File: config.mk
export PLATFORM = sky130hd
export DESIGN_NAME = env_rom_arbiter
export DESIGN_NICKNAME = d
export VERILOG_FILES = /design/src/rtl/env_rom_arbiter.sv
export SDC_FILE = /design/constraint.sdc
export NUM_CORES = 1
export LEC_CHECK = 0
export ABC_AREA = 1
export BUFFER_PORTS_ARGS = -buffer_cell sky130_fd_sc_hd__buf_2
export CAP_MARGIN = 0
export CORE_UTILIZATION = 42
export DETAILED_ROUTE_END_ITERATION = 8
export GPL_ROUTABILITY_DRIVEN = 0
export PLACE_DENSITY = 0.81
export SETUP_SLACK_MARGIN = 0.4
export SYNTH_ARGS = -nofsm -noshare
export SYNTH_HDL_FRONTEND = slang
export SYNTH_SLANG_ARGS = --single-unit
File: constraint.sdc
create_clock -name CLOCK_50 -period 1.2 [get_ports CLOCK_50]
set_clock_uncertainty 0.1 [all_clocks]
set_input_delay 0.12 -clock CLOCK_50 [delete_from_list [all_inputs] [get_ports CLOCK_50]]
set_output_delay 0.12 -clock CLOCK_50 [all_outputs]
set_load 0.01 [all_outputs]
File: src/rtl/env_rom_arbiter.sv
// ---------------------------------------------------------------------------
// env_rom_arbiter
//   Two-requester arbiter in front of a single sprite/tile ROM. A request won
//   in IDLE latches the winner's sprite select and start word (ID/X/Y). The
//   block then issues BURST_LEN consecutive ROM reads along the row, with the
//   column wrapping 31->0. Each read returns one cycle later on the shared
//   DATA bus, qualified by the winner's DVALID.
//
//   Optional feature macro: ENV_ARB_FIXED_PRIO_EN
//     defined   -> requester 0 always wins simultaneous requests
//     undefined -> round-robin (the requester not served last wins a tie;
//                  requester 0 has priority out of reset)
//
//   Parameters
//     BURST_LEN     8-pixel words fetched per grant (1..32)
//
//   Ports
//     CLOCK_50      in   single clock, rising edge
//     RESET_N       in   asynchronous active-low reset
//     REQ0/REQ1     in   fetch request, held until the matching GNT
//     ID0/ID1       in   sprite/tile select of each requester
//     X0/X1, Y0/Y1  in   start word column / row of each requester (5b)
//     GNT0/GNT1     out  one-cycle grant pulse
//     DVALID0/1     out  DATA valid for requester 0/1
//     DATA          out  returned pixel word (ROM data pass-through)
//     DLAST         out  final word of the burst
//     R_ENV         out  ROM read enable
//     SPRITE_ID/X/Y out  ROM address controls, hold between bursts
//     SPRITE_PIXEL  in   ROM data, valid the cycle after R_ENV
//     BUSY          out  high whenever the FSM is not in IDLE
// ---------------------------------------------------------------------------
module env_rom_arbiter #(
  parameter int BURST_LEN = 4
) (
  input  logic       CLOCK_50,
  input  logic       RESET_N,
  input  logic       REQ0,
  input  logic       REQ1,
  input  logic       ID0,
  input  logic       ID1,
  input  logic [4:0] X0,
  input  logic [4:0] X1,
  input  logic [4:0] Y0,
  input  logic [4:0] Y1,
  output logic       GNT0,
  output logic       GNT1,
  output logic       DVALID0,
  output logic       DVALID1,
  output logic [7:0] DATA,
  output logic       DLAST,
  output logic       R_ENV,
  output logic       SPRITE_ID,
  output logic [4:0] SPRITE_X,
  output logic [4:0] SPRITE_Y,
  input  logic [7:0] SPRITE_PIXEL,
  output logic       BUSY
);

  localparam logic [1:0] S_IDLE  = 2'd0;
  localparam logic [1:0] S_ISSUE = 2'd1;
  localparam logic [1:0] S_DRAIN = 2'd2;

  // Beat counter spans 0..BURST_LEN-1, so 5 bits cover the legal range.
  localparam int         CW     = 5;
  localparam logic [CW-1:0] LAST_K = CW'(BURST_LEN - 1);

  logic [1:0]    r_state;
  logic [CW-1:0] r_cnt;
  logic          r_owner;     // requester currently being served
  logic          r_gnt0;
  logic          r_gnt1;
  logic          r_dv0;
  logic          r_dv1;
  logic          r_dlast;
  logic          r_id;
  logic [4:0]    r_x;
  logic [4:0]    r_y;

  logic          w_req_any;
  logic          w_win;       // 0 -> requester 0 wins, 1 -> requester 1
  logic          w_issue;
  logic          w_last_beat;

  assign w_req_any   = REQ0 | REQ1;
  assign w_issue     = (r_state == S_ISSUE);
  assign w_last_beat = w_issue && (r_cnt == LAST_K);

`ifdef ENV_ARB_FIXED_PRIO_EN
  // Requester 0 wins whenever it asks.
  assign w_win = ~REQ0;
`else
  // r_last remembers who was served most recently; reset value 1 hands the
  // first tie after reset to requester 0.
  logic r_last;

  assign w_win = (REQ0 & REQ1) ? ~r_last : REQ1;

  always_ff @(posedge CLOCK_50 or negedge RESET_N) begin
    if (!RESET_N) begin
      r_last <= 1'b1;
    end else if (r_state == S_IDLE && w_req_any) begin
      r_last <= w_win;
    end
  end
`endif

  always_ff @(posedge CLOCK_50 or negedge RESET_N) begin
    if (!RESET_N) begin
      r_state <= S_IDLE;
      r_cnt   <= '0;
      r_owner <= 1'b0;
      r_gnt0  <= 1'b0;
      r_gnt1  <= 1'b0;
      r_dv0   <= 1'b0;
      r_dv1   <= 1'b0;
      r_dlast <= 1'b0;
      r_id    <= 1'b0;
      r_x     <= '0;
      r_y     <= '0;
    end else begin
      // Grant is a single-cycle pulse; data valid trails each issue by one
      // cycle, matching the ROM's one-cycle read latency.
      r_gnt0  <= 1'b0;
      r_gnt1  <= 1'b0;
      r_dv0   <= w_issue & ~r_owner;
      r_dv1   <= w_issue &  r_owner;
      r_dlast <= w_last_beat;

      case (r_state)
        S_IDLE: begin
          if (w_req_any) begin
            r_owner <= w_win;
            r_gnt0  <= ~w_win;
            r_gnt1  <=  w_win;
            r_id    <= w_win ? ID1 : ID0;
            r_x     <= w_win ? X1  : X0;
            r_y     <= w_win ? Y1  : Y0;
            r_cnt   <= '0;
            r_state <= S_ISSUE;
          end
        end
        S_ISSUE: begin
          if (w_last_beat) begin
            // Column is not advanced after the final read so the address
            // outputs keep the last driven value.
            r_state <= S_DRAIN;
          end else begin
            r_cnt <= r_cnt + 1'b1;
            r_x   <= r_x + 1'b1;   // natural 5-bit wrap 31 -> 0
          end
        end
        S_DRAIN: begin
          // Final read data is returned in this cycle.
          r_state <= S_IDLE;
        end
        default: begin
          r_state <= S_IDLE;
        end
      endcase
    end
  end

  assign GNT0      = r_gnt0;
  assign GNT1      = r_gnt1;
  assign DVALID0   = r_dv0;
  assign DVALID1   = r_dv1;
  assign DLAST     = r_dlast;
  assign DATA      = SPRITE_PIXEL;
  assign R_ENV     = w_issue;
  assign SPRITE_ID = r_id;
  assign SPRITE_X  = r_x;
  assign SPRITE_Y  = r_y;
  assign BUSY      = (r_state != S_IDLE);

endmodule

==> results.yml, run 1 <==
floorplanning:
  core_area_mm2: 0.00305
  floorplan_die_area_mm2: 0.00344
  start_util: 0.442
  chipHeight_um: 58.7
  die-width_um: 58.7
  floorplan.rows: 20
  top_level_ports: 60
route:
  via_count: 1379
  detail_route.wl_per_cell_um: 13.0
  routed_wirelength_mm: 3.75
  drt_iter0_markers: 36
  ant_nets: 0
  detail_route.vias_per_cell: 4.77
  drc: 0
  number_of_iterations_in_the_first_detailed_routing_pass: 4
sta:
  setup-violations-final: 27
  final-max-slew-violation-count: 0
  final_worst_path_period_share: 1.18
  fmaxAchievable_ghz: 0.705
  holdWs_ns: -0.0382
  final_hold_viol_count: 3
  final_period_minus_worst_setup_slack_ns: 1.42
  grt_setup_unrepaired: "yes"
  worst-slew-pin-transition_ns: 0.319
  slew-limit-headroom: 0.787
  final.setup.worst_slack_ns: -0.219
power_and_ir_drop:
  p_per_area_mw_per_mm2: 2730
  total_power_mw: 5.90
  p_leak_nw: 1.13
  ir_drop_mv: 1.31
final_layout:
  drive_gt1_frac: 0.506
  multi_input_comb_area_um2: 681
  sequential_cell_area_um2: 632
  final_core_utilization: 0.709
  area_growth_from_synthesis_to_layout_pct: 60.4
  most_common_cell_after_layout_fill_and_taps_aside: "sky130_fd_sc_hd__buf_2"
  layout.nets: 282
  antenna_cells: 0
  num-fill-cells: 227
  commonest_non_fill_non_tap_cells_in_the_layout: "sky130_fd_sc_hd__buf_2, sky130_fd_sc_hd__nand2_1, sky130_fd_sc_hd__nand3_1, sky130_fd_sc_hd__buf_4, sky130_fd_sc_hd__dfrtp_1"
grt:
  grt_max_degree: 26
  grt_remaining_overflow: 0
  grt_pass1_wl_mm: 5.90
  grt_pass1_vias: 1276
  grt_use_total: 0.234
  number_of_antenna_violations_at_the_first_check_in_global_routing: 0
setup_path:
  timing.critical_path.cells: "inv_2 > nand2_4 > buf_12 > nor2_8 > buf_4 > buf_6 > o21ai_1"
  setup.worst_path.end_class: "register"
  worst_setup_path_start_kind: "register"
  worstPathRequired_ns: 1.33
  timing.critical_path.slowest_stage_cell: "sky130_fd_sc_hd__dfrtp_2"
  cpPeakStageDelay_ns: 0.47
  timing.critical_path.arrival_ns: 1.55
  timing_worst_setup_path_type: "reg -> reg"
  cp_max_fo: 6
clock_tree:
  postCtsHoldBufs: 8
  cts-htree-levels: 1
  clkTransAtPathRegs_ns: 0.14
  cts_tree: "done"
  tritoncts_num_sinks: 25
  cts_buffers: 3
  cts_max_path_buffers: 2
  source_to_sink_clock_delay_at_the_later_pin_of_the_worst_skew_pair_ns: 0.32
  cts_root_buf: "sky130_fd_sc_hd__clkbuf_4"
run_status:
  failed_checks: "hold timing, setup timing"
  outcome: "finished with violations"
run:
  cap_viol_max_count: 0
yosys:
  share_of_synthesized_area_occupied_by_flip_flops_and_latches: 0.465
  syn-mean-instance-area_um2: 8.33
  synth_seq_cells: 25
  yosysWarningCount: 0
  synthesis.nets: 198
  syn-instance-count: 162
  synth_cell_type_count: 25
  syn-cell-area_mm2: 0.00135
place:
  place.detailed.hpwl_mm: 2.18
  io_buffers: 43
hold_path:
  worstHoldPathType: "in -> reg"
worst paths after layout:
path                                   startpoint                       to  slack [ns]  depth (start not counted)
max                        r_state[0]$_DFFE_PN0P_      r_owner$_DFFE_PN0P_       -0.22                          7
min                                         Y0[2]  SPRITE_Y[2]$_DFFE_PN0P_       -0.04                          3
max reg2reg                r_state[0]$_DFFE_PN0P_      r_owner$_DFFE_PN0P_       -0.22                          7
min reg2reg                   r_owner$_DFFE_PN0P_        DVALID0$_DFF_PN0_        0.33                          1
max in group asynchronous                 RESET_N       r_last$_DFFE_PN1P_        0.52                          3
min in group asynchronous                 RESET_N        DVALID1$_DFF_PN0_        0.19                          3
final cells by class:
cell class,instances,share of cell area
repair buffers,88,0.309
flip-flops and latches,25,0.292
repair inverters,1,0.00289
clock inverters,1,0.00347
inverters,18,0.0416
multi-input cells,109,0.315
well taps,44,0.0254
clock buffers,3,0.0104
layer usage:
layer	up-vias	share of wire	GRT usage
met4	0	0.0072	0.0918
met2	54	0.53	0.411
met3	4	0.042	0.0308
li1	676	-	-
met5	-	0	0
met1	645	0.42	0.292
where the power goes:
group | internal, mW | switching [mW]
registers | 1.25 | 0.250
clock network | 0.127 | 0.268
logic | 1.99 | 2.01
critical path: cells and delay by family, from the launching register on:
kind,cells,cell delay [ns]
DFF,1,0.47
and+or+nand+nor,2,0.22
AOI/OAI and AO/OA,1,0.06
buffers and inverters,4,0.47
synthesized netlist by cell type:
library cell,n,area [um^2]
sky130_fd_sc_hd__o21ai_1,6,30.0
sky130_fd_sc_hd__nand2_2,3,18.8
sky130_fd_sc_hd__dfrtp_1,24,601
sky130_fd_sc_hd__or2_2,2,12.5
sky130_fd_sc_hd__nor2_4,2,22.5
sky130_fd_sc_hd__nand2_4,2,22.5
sky130_fd_sc_hd__nand4_1,2,12.5
sky130_fd_sc_hd__ha_1,2,25.0
sky130_fd_sc_hd__nand3_2,1,10.0
sky130_fd_sc_hd__inv_2,4,15.0
sky130_fd_sc_hd__nor2_2,1,6.26
sky130_fd_sc_hd__buf_8,1,15.0
sky130_fd_sc_hd__dfstp_2,1,26.3
sky130_fd_sc_hd__inv_6,1,8.76
sky130_fd_sc_hd__xnor2_1,1,8.76
sky130_fd_sc_hd__buf_4,9,67.6
sky130_fd_sc_hd__nor2_1,12,45.0
sky130_fd_sc_hd__nor2_8,1,20.0
sky130_fd_sc_hd__nand2_1,36,135
sky130_fd_sc_hd__nand3_1,28,140
sky130_fd_sc_hd__o21ai_0,6,30.0
sky130_fd_sc_hd__xor2_1,2,17.5
sky130_fd_sc_hd__buf_2,1,5.00
sky130_fd_sc_hd__a21oi_1,1,5.00
sky130_fd_sc_hd__inv_1,13,48.8
registers in the layout (all words and copies together) (netlist names):
register,flops
DLAST,1
DVALID0,1
DVALID1,1
GNT0,1
GNT1,1
SPRITE_ID,1
SPRITE_X,5
SPRITE_Y,5
r_cnt,5
r_last,1
r_owner,1
r_state,2
cell families after synthesis:
logic type / synth area share
compound gates: 0.0482
xor+xnor: 0.0195
fa+ha+maj: 0.0185
buf+inv: 0.119
flops: 0.465
simple gates: 0.330
per-stage QoR:
stage	instances	hold WS (ns)	area, um^2	setup TNS, ns	worst slack (ns)
after detailed placement	255	0.0225	1710	-0.944	-0.119
final	289	-0.0382	2160	-3.31	-0.219
after CTS	282	-0.0509	2080	-2.57	-0.176
after floorplan	162	-0.276	1410	-0.632	-0.0931
after global routing	289	-0.0400	2160	-4.70	-0.266
after global placement	255	0.0232	1710	-0.495	-0.0804
what timing repair did:
| item | 4_1_cts | 5_1_grt |
|---|---|---|
| setup buffers | 13 | 7 |
| gates cloned | 2 | 0 |
| gates resized for setup | 28 | 7 |
| pin swaps | 7 | 5 |
| endpoints found under the hold margin | 31 | 3 |
| setup endpoints to repair | 43 | 43 |
No activity file was read; power rests on OpenSTA's default activity.
==> run 2, diff against run 1 <==
- RECOVER_POWER: default -> 25
- SLEW_MARGIN: default -> 20
- TNS_END_PERCENT: default -> 20
==> results.yml, run 2 (synthesized netlist as in run 1, its figures left out) <==
final_layout:
  commonest_non_fill_non_tap_cells_in_the_layout: "sky130_fd_sc_hd__buf_2, sky130_fd_sc_hd__nand2_1, sky130_fd_sc_hd__nand3_1, sky130_fd_sc_hd__dfrtp_1, sky130_fd_sc_hd__buf_4"
  antenna_cells: 0
  num-fill-cells: 248
  final-instance-count-excl-fill: 281
  drive_gt1_frac: 0.485
  layout.nets: 274
  area_growth_from_synthesis_to_layout_pct: 50.5
  most_common_cell_after_layout_fill_and_taps_aside: "sky130_fd_sc_hd__buf_2"
floorplanning:
  core_area_mm2: 0.00305
  start_util: 0.442
  top_level_ports: 60
  chipHeight_um: 58.7
  die-width_um: 58.7
  floorplan_die_area_mm2: 0.00344
  floorplan.rows: 20
setup_path:
  timing.critical_path.cells: "inv_2 > buf_6 > nand2_4 > buf_6 > nor2_8 > inv_8 > nor2_4 > nand2_1 > nand3_2"
  timing_worst_setup_path_type: "reg -> reg"
  setup.worst_path.end_class: "register"
  worstPathBufferInverterCount: 4
  timing.critical_path.arrival_ns: 1.60
  cpPeakStageDelay_ns: 0.41
  worst_setup_path_start_kind: "register"
  cp_max_fo: 8
  path_common_cell: "sky130_fd_sc_hd__buf_6"
  crit_family: "simple AND/OR/NAND/NOR gates"
  timing.critical_path.slowest_stage_cell: "sky130_fd_sc_hd__dfrtp_1"
  worstPathRequired_ns: 1.38
clock_tree:
  cts_root_buf: "sky130_fd_sc_hd__clkbuf_4"
  cts-htree-levels: 1
  cts_buffers: 3
  tritoncts_num_sinks: 25
  cts_tree: "done"
  cts_max_path_buffers: 2
  source_to_sink_clock_delay_at_the_later_pin_of_the_worst_skew_pair_ns: 0.33
  clkTransAtPathRegs_ns: 0.15
sta:
  worst-slew-pin-transition_ns: 0.603
  final.setup.worst_slack_ns: -0.214
  final_period_minus_worst_setup_slack_ns: 1.41
  holdWs_ns: -0.0301
  final-max-slew-violation-count: 0
  grt_setup_unrepaired: "yes"
  fmaxAchievable_ghz: 0.707
  final_hold_viol_count: 4
  final_worst_path_period_share: 1.18
  setup-violations-final: 25
  slew-limit-headroom: 0.598
run:
  cap_viol_max_count: 0
route:
  via_count: 1348
  detail_route.vias_per_cell: 4.80
  number_of_iterations_in_the_first_detailed_routing_pass: 4
  ant_nets: 0
  drc: 0
  drt_iter0_markers: 59
  detail_route.wl_per_cell_um: 12.3
  routed_wirelength_mm: 3.44
power_and_ir_drop:
  p_leak_nw: 1.07
  ir_drop_mv: 1.42
  total_power_mw: 5.50
  p_per_area_mw_per_mm2: 2710
place:
  io_buffers: 43
  place.detailed.hpwl_mm: 2.24
  total_placed_cells_including_tap_cells: 261
  dp_slack_ns: -0.188
grt:
  number_of_antenna_violations_at_the_first_check_in_global_routing: 0
  grt_max_degree: 26
  grt_use_total: 0.215
  grt_pass1_vias: 1296
  grt_pass1_wl_mm: 5.61
  grt_remaining_overflow: 0
run_status:
  failed_checks: "hold timing, setup timing"
  outcome: "finished with violations"
hold_path:
  worstHoldPathType: "in -> reg"
==> run 2: layer usage <==
layer | GRT usage | part of all wire | vias up
met5 | 0 | 0 | -
met4 | 0.0748 | 0.011 | 0
met3 | 0.0352 | 0.040 | 8
met2 | 0.384 | 0.54 | 39
met1 | 0.262 | 0.41 | 636
li1 | - | - | 665
==> run 2: final timing paths <==
check / to / from / slack, ns / cells after the start
setup / recovery: SPRITE_Y[0]$_DFFE_PN0P_ / r_state[1]$_DFFE_PN0P_ / -0.21 / 9
hold / removal: SPRITE_Y[2]$_DFFE_PN0P_ / Y0[2] / -0.03 / 3
setup reg to reg: SPRITE_Y[0]$_DFFE_PN0P_ / r_state[1]$_DFFE_PN0P_ / -0.21 / 9
hold reg to reg: DVALID0$_DFF_PN0_ / r_owner$_DFFE_PN0P_ / 0.34 / 1
max in group asynchronous: SPRITE_X[0]$_DFFE_PN0P_ / RESET_N / 0.29 / 3
min in group asynchronous: GNT1$_DFF_PN0_ / RESET_N / 0.28 / 3
==> run 2: worst reg2reg max path, stage by stage, from the launching register on <==
cell and delay, ns:
sky130_fd_sc_hd__dfrtp_1 0.41, sky130_fd_sc_hd__inv_2 0.08, sky130_fd_sc_hd__buf_6 0.10, sky130_fd_sc_hd__nand2_4 0.05, sky130_fd_sc_hd__buf_6 0.12, sky130_fd_sc_hd__nor2_8 0.20, sky130_fd_sc_hd__inv_8 0.08, sky130_fd_sc_hd__nor2_4 0.11
sky130_fd_sc_hd__nand2_1 0.08, sky130_fd_sc_hd__nand3_2 0.06
==> run 2: what timing repair did <==
item                                    4_1_cts  5_1_grt
setup buffers                                 4        1
cloned                                        2        1
endpoints found under the setup margin       43       43
gates resized for setup                      19       18
hold buffers                                  8        0
pin swaps                                     3        8
hold endpoints to repair                     31        0
==> run 2: power by group <==
part	switching [mW]	internal, mW	leakage, nW	total [mW]
clock	0.282	0.136	0.0183	0.419
combinational	1.85	1.71	0.748	3.56
sequential	0.271	1.25	0.309	1.52
total	2.41	3.09	1.07	5.50
==> run 2: through the flow <==
step	util	setup TNS, ns	area (um^2)
floorplan	-	-0.655	1370
global placement	0.564	-0.578	1720
detailed placement	0.564	-1.65	1720
CTS	0.639	-3.28	1950
global route	0.665	-5.25	2030
finish	0.665	-3.66	2030
==> run 2: final cells by class <==
class	count	area (um^2)	area share
Sequential cell	25	631	0.311
Multi-Input combinational cell	109	654	0.322
Timing Repair inverter	2	12.5	0.00617
Inverter	18	75.1	0.0370
Timing Repair Buffer	79	571	0.281
Clock buffer	3	22.5	0.0111
Tap cell	44	55.1	0.0271
Clock inverter	1	8.76	0.00432
==> run 3, diff against run 2 <==
- PLACE_DENSITY: 0.81 -> 0.73
==> results.yml, run 3 (synthesized netlist as in run 1, its figures left out) <==
setup_path:
  timing.critical_path.cells: "inv_2 > buf_6 > nand2_4 > buf_6 > nor2_8 > buf_4 > inv_6 > nand3_1 > o21ai_1"
  path_common_cell: "sky130_fd_sc_hd__buf_6"
  worstPathRequired_ns: 1.32
  timing.critical_path.slowest_stage_cell: "sky130_fd_sc_hd__dfrtp_1"
  setup.worst_path.end_class: "register"
  cp_max_fo: 8
  worstPathBufferInverterCount: 5
  worst_setup_path_start_kind: "register"
  timing_worst_setup_path_type: "reg -> reg"
  timing.critical_path.arrival_ns: 1.53
  cpPeakStageDelay_ns: 0.40
  crit_family: "buffers and inverters"
route:
  drc: 0
  detail_route.wl_per_cell_um: 12.6
  via_count: 1341
  detail_route.vias_per_cell: 4.77
  drt_iter0_markers: 38
  ant_nets: 0
  number_of_iterations_in_the_first_detailed_routing_pass: 4
  routed_wirelength_mm: 3.53
power_and_ir_drop:
  ir_drop_mv: 1.10
  swShare: 0.438
  portion_of_total_power_attributed_to_the_clock_network: 0.074
  total_switching_power_mw: 2.34
  pwr-share-seq: 0.278
  p_per_area_mw_per_mm2: 2670
  total_power_mw: 5.35
  p_leak_nw: 1.07
  power_report.internal_total_mw: 3.01
  comb_power_share: 0.648
clock_tree:
  clkTransAtPathRegs_ns: 0.15
  tritoncts_num_sinks: 25
  postCtsHoldBufs: 5
  cts_root_buf: "sky130_fd_sc_hd__clkbuf_4"
  cts_max_path_buffers: 2
  cts_buffers: 3
  source_to_sink_clock_delay_at_the_later_pin_of_the_worst_skew_pair_ns: 0.33
  cts_tree: "done"
  cts-htree-levels: 1
grt:
  grt_pass1_wl_mm: 5.67
  grt_pass1_vias: 1297
  number_of_antenna_violations_at_the_first_check_in_global_routing: 0
  grt_use_total: 0.217
  grt_max_degree: 26
  grt_remaining_overflow: 0
floorplanning:
  floorplan_die_area_mm2: 0.00344
  floorplan.rows: 20
  core_area_mm2: 0.00305
  start_util: 0.442
  chipHeight_um: 58.7
  top_level_ports: 60
  die-width_um: 58.7
final_layout:
  layout.nets: 274
  final-instance-count-excl-fill: 281
  drive_gt1_frac: 0.481
  antenna_cells: 0
  commonest_non_fill_non_tap_cells_in_the_layout: "sky130_fd_sc_hd__buf_2, sky130_fd_sc_hd__nand2_1, sky130_fd_sc_hd__nand3_1, sky130_fd_sc_hd__buf_4, sky130_fd_sc_hd__dfrtp_1"
  area_growth_from_synthesis_to_layout_pct: 48.5
  most_common_cell_after_layout_fill_and_taps_aside: "sky130_fd_sc_hd__buf_2"
sta:
  final.setup.worst_slack_ns: -0.206
  fmaxAchievable_ghz: 0.711
  final-max-slew-violation-count: 0
  setup-violations-final: 24
  tns_ns: -3.29
  final_hold_viol_count: 28
  worst-slew-pin-transition_ns: 0.632
  slew-limit-headroom: 0.578
  final_period_minus_worst_setup_slack_ns: 1.41
  final_worst_path_period_share: 1.17
  grt_setup_unrepaired: "yes"
  holdWs_ns: -0.322
hold_path:
  worstHoldPathType: "in -> async"
run:
  cap_viol_max_count: 0
place:
  io_buffers: 43
  place.detailed.hpwl_mm: 2.26
  total_placed_cells_including_tap_cells: 260
run_status:
  failed_checks: "hold timing, setup timing"
  outcome: "finished with violations"
run 3: power groups by stage:
stage	Combinational (mW)	Clock [mW]	Sequential, mW
finish	3.46	0.395	1.49
floorplan	1.50	0	1.63
global route	3.79	0.433	1.53
detailed placement	2.66	0	1.48
global placement	2.63	0	1.48
CTS	3.17	0.406	1.47
run 3: final timing paths:
check                                          end  cells past startpoint                   start  slack [ns]
min reg2reg                      DVALID0$_DFF_PN0_                      1     r_owner$_DFFE_PN0P_        0.33
min in group CLOCK_50      SPRITE_Y[1]$_DFFE_PN0P_                      3                   Y1[1]       -0.05
min                                 GNT0$_DFF_PN0_                      1                 RESET_N       -0.32
max in group asynchronous  SPRITE_X[0]$_DFFE_PN0P_                      1                 RESET_N        0.87
max                           r_cnt[0]$_DFFE_PN0P_                      9  r_state[1]$_DFFE_PN0P_       -0.21
max reg2reg                   r_cnt[0]$_DFFE_PN0P_                      9  r_state[1]$_DFFE_PN0P_       -0.21
run 3: layer usage:
metal  vias to the layer above  GRT usage  share of wire
met1                       639      0.282           0.43
met2                        32      0.373           0.52
met5                         -          0              0
met3                         8     0.0330          0.030
met4                         0     0.0714          0.022
li1                        662          -              -
run 3: worst register-to-register path: cells and delay by family, from the launching register on:
family | cells | cell delay [ns]
buf+inv | 5 | 0.48
flops | 1 | 0.40
compound gates | 1 | 0.06
simple gates | 3 | 0.27
run 3: repair_timing:
action,in CTS,in global routing
gates resized for setup,18,11
setup buffers,5,4
pin swaps,10,5
gates cloned,1,2
hold endpoints to repair,30,27
setup endpoints to repair,43,43
run 3: cell type report:
| class | count | area, um^2 |
|---|---|---|
| Fill cell | 261 | 1050 |
| Multi-Input combinational cell | 109 | 639 |
| Sequential cell | 25 | 629 |
| Timing Repair Buffer | 79 | 552 |
| Inverter | 18 | 80.1 |
| Tap cell | 44 | 55.1 |
| Clock buffer | 3 | 22.5 |
| Timing Repair inverter | 2 | 17.5 |
| Clock inverter | 1 | 7.51 |
run 3: per-stage QoR:
step / instance area [um^2] / setup slack [ns] / utilization / hold slack (ns)
after floorplan: 1370 / -0.0931 / - / -0.276
after global placement: 1710 / -0.133 / 0.561 / 0.0367
after detailed placement: 1710 / -0.176 / 0.561 / 0.0445
after CTS: 1920 / -0.154 / 0.628 / -0.324
after global routing: 2000 / -0.274 / 0.656 / -0.287
final: 2000 / -0.206 / 0.656 / -0.322
